**config.mk**
```make
export PLATFORM = sky130hd
export DESIGN_NAME = serial_subtractor
export DESIGN_NICKNAME = d
export VERILOG_FILES = /design/src/rtl/serial_subtractor.sv
export SDC_FILE = /design/constraint.sdc
export NUM_CORES = 1
export LEC_CHECK = 0
export ABC_AREA = 1
export BUFFER_PORTS_ARGS = -buffer_cell sky130_fd_sc_hd__buf_2
export CORE_MARGIN = 2
export CORE_UTILIZATION = 59
export DETAILED_ROUTE_END_ITERATION = 7
export PLACE_DENSITY = 0.84
export SYNTH_ARGS = -nofsm -noshare
export SYNTH_HDL_FRONTEND = slang
export SYNTH_SLANG_ARGS = --single-unit
export TNS_END_PERCENT = 10
```
**constraint.sdc**
```tcl
create_clock -name clk -period 3.7 [get_ports clk]
set_input_delay 1.11 -clock clk [delete_from_list [all_inputs] [get_ports clk]]
set_output_delay 1.11 -clock clk [all_outputs]
set_load 0.02 [all_outputs]
```
**src/rtl/serial_subtractor.sv**
```systemverilog
// Bit-serial two's-complement subtractor: one full-subtractor cell and a borrow flop
// process A - B LSB first, with valid/ready handshakes on the operand and result sides.
module serial_subtractor #(
   parameter int WIDTH = 8
) (
   input  logic             clk,
   input  logic             rst_n,
   input  logic             in_valid,
   output logic             in_ready,
   input  logic [WIDTH-1:0] a,
   input  logic [WIDTH-1:0] b,
   output logic             out_valid,
   input  logic             out_ready,
   output logic [WIDTH-1:0] diff,
   output logic             borrow,
   output logic             ovf,
   output logic             busy
);

   localparam int CW = $clog2(WIDTH);

   typedef enum logic [1:0] {
      IDLE,
      SHIFT,
      DONE
   } state_t;

   state_t           state, state_nxt;
   logic [WIDTH-1:0] sa, sb, res;
   logic [CW-1:0]    cnt;
   logic             br, a_msb, b_msb;
   logic             d, br_nxt, last;

   // Full-subtractor cell on the current operand LSBs.
   assign d      = sa[0] ^ sb[0] ^ br;
   assign br_nxt = (~sa[0] & sb[0]) | (~(sa[0] ^ sb[0]) & br);
   assign last   = (cnt == CW'(WIDTH - 1));

   assign in_ready  = (state == IDLE);
   assign out_valid = (state == DONE);
   assign busy      = (state != IDLE);

   // NOTE: sequential state uses non-blocking assignments so every flop samples
   // the pre-edge values, regardless of statement order.
   always_ff @(posedge clk or negedge rst_n) begin
      if (!rst_n) state <= IDLE;
      else        state <= state_nxt;
   end

   // NOTE: state_nxt gets a default before the case so no path leaves it
   // unassigned, which would otherwise infer a latch.
   always_comb begin
      state_nxt = state;
      case (state)
         IDLE:    if (in_valid)  state_nxt = SHIFT;
         SHIFT:   if (last)      state_nxt = DONE;
         DONE:    if (out_ready) state_nxt = IDLE;
         default:                state_nxt = IDLE;
      endcase
   end

   // NOTE: every datapath register is reset, so a reset mid-operation leaves
   // no stale operand or result bits behind.
   always_ff @(posedge clk or negedge rst_n) begin
      if (!rst_n) begin
         sa     <= '0;
         sb     <= '0;
         res    <= '0;
         br     <= 1'b0;
         cnt    <= '0;
         a_msb  <= 1'b0;
         b_msb  <= 1'b0;
         diff   <= '0;
         borrow <= 1'b0;
         ovf    <= 1'b0;
      end else begin
         case (state)
            IDLE: begin
               if (in_valid) begin
                  sa    <= a;
                  sb    <= b;
                  br    <= 1'b0;
                  cnt   <= '0;
                  a_msb <= a[WIDTH-1];
                  b_msb <= b[WIDTH-1];
               end
            end
            SHIFT: begin
               sa  <= sa >> 1;
               sb  <= sb >> 1;
               res <= {d, res[WIDTH-1:1]};
               br  <= br_nxt;
               if (last) begin
                  diff   <= {d, res[WIDTH-1:1]};
                  borrow <= br_nxt;
                  // Signed overflow: operand signs differ and the result sign differs from A.
                  ovf    <= (a_msb != b_msb) & (d != a_msb);
               end else begin
                  cnt <= cnt + CW'(1);
               end
            end
            default: ;
         endcase
      end
   end

endmodule

```
# Word-level counts from Yosys, hierarchy flattened
# Index checks and enable logic that the tools add are counted.
# classes
add_sub_neg,1
eq_ne,9
n_mux,13
n_bitwise,8
reduce_logical,8
# ops
operator,count
one-hot mux 8 bit (2 select lines),2
2-to-1 mux 8 bit,2
2-to-1 mux 2 bit,3
2-to-1 mux 3 bit,2
"inequality test 2 bit, second input constant",3
one-hot mux 2 bit (3 select lines),1
one-hot mux 3 bit (2 select lines),1
AND reduction 2 bit,3
AND reduction 3 bit,2
nonzero test 2 bit,2
"adder 3 x 1 -> 3 bit, second input constant",1
bitwise AND 1 bit,3
"== test 3 bit, second input constant",1
"== test 2 x 1 -> 1 bit, second input constant",1
"== test 2 bit, second input constant",1
logical NOT 2 bit,1
inequality test 1 bit,2
"inequality test 2 x 1 -> 1 bit, second input constant",1
inverter 1 bit,2
one-hot mux 1 bit (2 select lines),1
bitwise XOR 1 bit,2
2-to-1 mux 1 bit,1
bitwise OR 1 bit,1
# word_totals
regBits,42
inputBits,20

# Longest topological paths before layout
# logic_depth
depth_word,5
ltp_mapped,7

# Worst setup path before layout
# Ideal clock, no wire load.
# synth_timing
path_type,reg-to-output
startpoint,register state[0]
endpoint,output busy
arrival_ns,1.089
required_time_ns,2.590
path_slack_ns,1.501
path_stages_with_launch,4
n_path_buf,1
path_cell_list,dfrtp_1 buf_6 nor2_1 inv_1
# synth_between
elab_chain_cells,1
# synth_lines
element,line_no,text
from (decl),28,"state_t state, state_nxt;"
from (signal assigned),47,else state <= state_nxt;
nonzero test 2 bit,41,assign busy = (state != IDLE);
to (decl),17,output logic busy
# No other way between the ends.

# Worst setup path after layout
# Ends and elaborated chain as after synthesis.

==> impl_metrics.json <==
{
  "clk_latency_ps": 350,
  "core_um2": 3030,
  "rr_worst_depth": 4,
  "powerDensity_nw_per_um2": 815,
  "max_freq_ghz": 0.375,
  "clockBufferDepth": 2,
  "seq_area_frac_synth_pct": 55.3,
  "drt_iter0_drc": 89,
  "max_cap_viol_count": 0,
  "cp.depth": 3,
  "p_leak_uw": 0.00116,
  "status": "finished clean",
  "synth_area_um2": 1860,
  "synth.avg_cell_area_um2": 8.22,
  "tightest_slew_ps": 891,
  "wl_mm": 3.28,
  "cts_max_level": 2,
  "firstDrtPassIters": 4,
  "grt_pass1_vias": 1308,
  "start_util_pct": 61.3,
  "syn2layout_area_growth_pct": 11.1,
  "cp_num_buf_inv": 2,
  "grt_pass1_wl_mm": 5.66,
  "post_cts_buffers": 0,
  "cp_slowest_cell": "dfrtp_1",
  "crit_arrival_ps": 1560,
  "rows": 20,
  "endpoint": "busy",
  "port_buffers": 32,
  "cts_resized": 0,
  "critPathKind": "flip-flop to primary output",
  "rsz0062_at_grt": "no",
  "gr-total-overflow": 0,
  "ios": 33,
  "min_period_ps": 2670,
  "startpoint": "state[0]",
  "dp_hpwl_mm": 2.21,
  "dieArea_um2": 3610,
  "r2r-start": "state[0]",
  "hold_viol": 0,
  "slowest_delay_ps": 800,
  "mostFrequentLayoutCells": "106 x nand2_1, 41 x dfrtp_1, 32 x buf_2",
  "drive_gt1_share_pct": 17.1,
  "die_h_um": 60.1,
  "reg2reg_slack_ps": 1580,
  "reg2reg_to": "cnt[0]",
  "clk_pin_slew_ps": 110,
  "globalplace.congestion": 0.769,
  "crit_path_end_kind": "primary output",
  "drt-wirelength-per-cell_um": 10.9,
  "antenna_found_initial": 0,
  "nets": 279,
  "vias_per_cell": 4.95,
  "cts_num_sinks": 41,
  "hold_buffers": 0,
  "drcViolationCount": 0,
  "start_kind": "flip-flop",
  "cts_made_buffers": 5,
  "drv_slew": 0,
  "n_antenna_cell": 0,
  "required_ps": 2590,
  "root_buffer": "clkbuf_4",
  "synth_nets": 249,
  "cp_cell_sequence": "nor2_1, inv_1, buf_2",
  "synthCells": 226,
  "vias": 1490,
  "holdWs_ps": 491,
  "cts_tree": "done",
  "fin_util_pct": 68.1,
  "yosys_warnings": 0,
  "worstHoldPathType": "flip-flop to flip-flop",
  "die_width_um": 60.1,
  "ir_worst_vdd_uv": 486,
  "finClkSkew_ps": 6.27,
  "layout_commonest_cell": "nand2_1",
  "yosysUniqueCellTypes": 15,
  "fin_tns_setup_ps": 0,
  "synth-seq-cells": 41,
  "setup_viol": 0,
  "grt_max_degree": 42,
  "relSlewSlack_pct": 40.6,
  "finalCritPeriodShare_pct": 72.2,
  "critPathTopFamily": "flip-flops",
  "cp_max_fo": 20,
  "grt_use_total_pct": 21.6,
  "ant_nets": 0
}
registers in the layout (all words and copies together), names as in the netlist:
| name | flops |
|---|---|
| diff | 8 |
| sa | 8 |
| sb | 8 |
| res | 7 |
| cnt | 3 |
| state | 2 |
| a_msb | 1 |
| b_msb | 1 |
| borrow | 1 |
| br | 1 |
| ovf | 1 |
cells in the mapped netlist:
master,n,area [um^2]
buf_2,5,25.0
buf_4,1,7.51
buf_6,3,33.8
dfrtp_1,41,1030
fa_1,1,20.0
ha_1,2,25.0
inv_1,17,63.8
inv_2,2,7.51
nand2_1,106,398
nand2_2,2,12.5
nand3_1,19,95.1
nor2_1,5,18.8
o21ai_0,20,100
o21ai_4,1,16.3
o31ai_1,1,7.51
logic make-up (layout without fill, tap and decap cells):
family / count (synthesis) / after routing / share of synthesized area [%]
AO/OA/AOI/OAI: 22 / 22 / 6.67
adder cells (fa/ha/maj): 3 / 3 / 2.43
buffers and inverters: 28 / 59 / 7.41
flip-flops: 41 / 41 / 55.3
AND/OR/NAND/NOR: 132 / 132 / 28.2
worst min-delay path by stage:
stage / startpoint / end / slack, ps / cells after the start
3_5_place_dp: sb[6] / sb[6] / 470 / 2
5_1_grt: sb[3] / sb[3] / 510 / 2
6_report: sb[6] / sb[6] / 490 / 2
3_3_place_gp: diff[0] / diff[0] / 460 / 2
2_1_floorplan: res[1] / diff[0] / 440 / 2
4_1_cts: sb[6] / sb[6] / 500 / 2
worst reg2reg max path: cells and delay by family, from the launching register on:
kind             cells  cell delay, ps
AND/OR/NAND/NOR      4            1280
flip-flops           1             800
metal layers:
layer  global-route usage [%]  share of wire (%)
met2                     31.8                 46
met4                     7.94                1.7
met3                     7.58                4.9
met5                        0                  0
met1                     29.4                 47
cell type report:
class	instances	area [um^2]
clock buffer	6	41.3
clock inverter	2	15.0
timing repair buffer	32	160
multi-input combinational	157	693
sequential	41	1030
inverter	19	71.3
fill	263	966
tap	44	55.1
per-stage QoR:
step / instances / worst slack [ps] / total power (uW) / instance area [um^2]
final: 301 / 1030 / 1680 / 2060
after detailed placement: 293 / 1450 / 1480 / 2010
after CTS: 301 / 1040 / 1700 / 2060
after global placement: 293 / 1470 / 1450 / 2010
after global routing: 301 / 902 / 1860 / 2060
after floorplan: 226 / 1500 / 1320 / 1860
where the power goes:
part           switching, uW  internal (uW)
Combinational            456            240
Clock                    145           74.3
Sequential               129            637
Power figures use the tool's default switching activity.
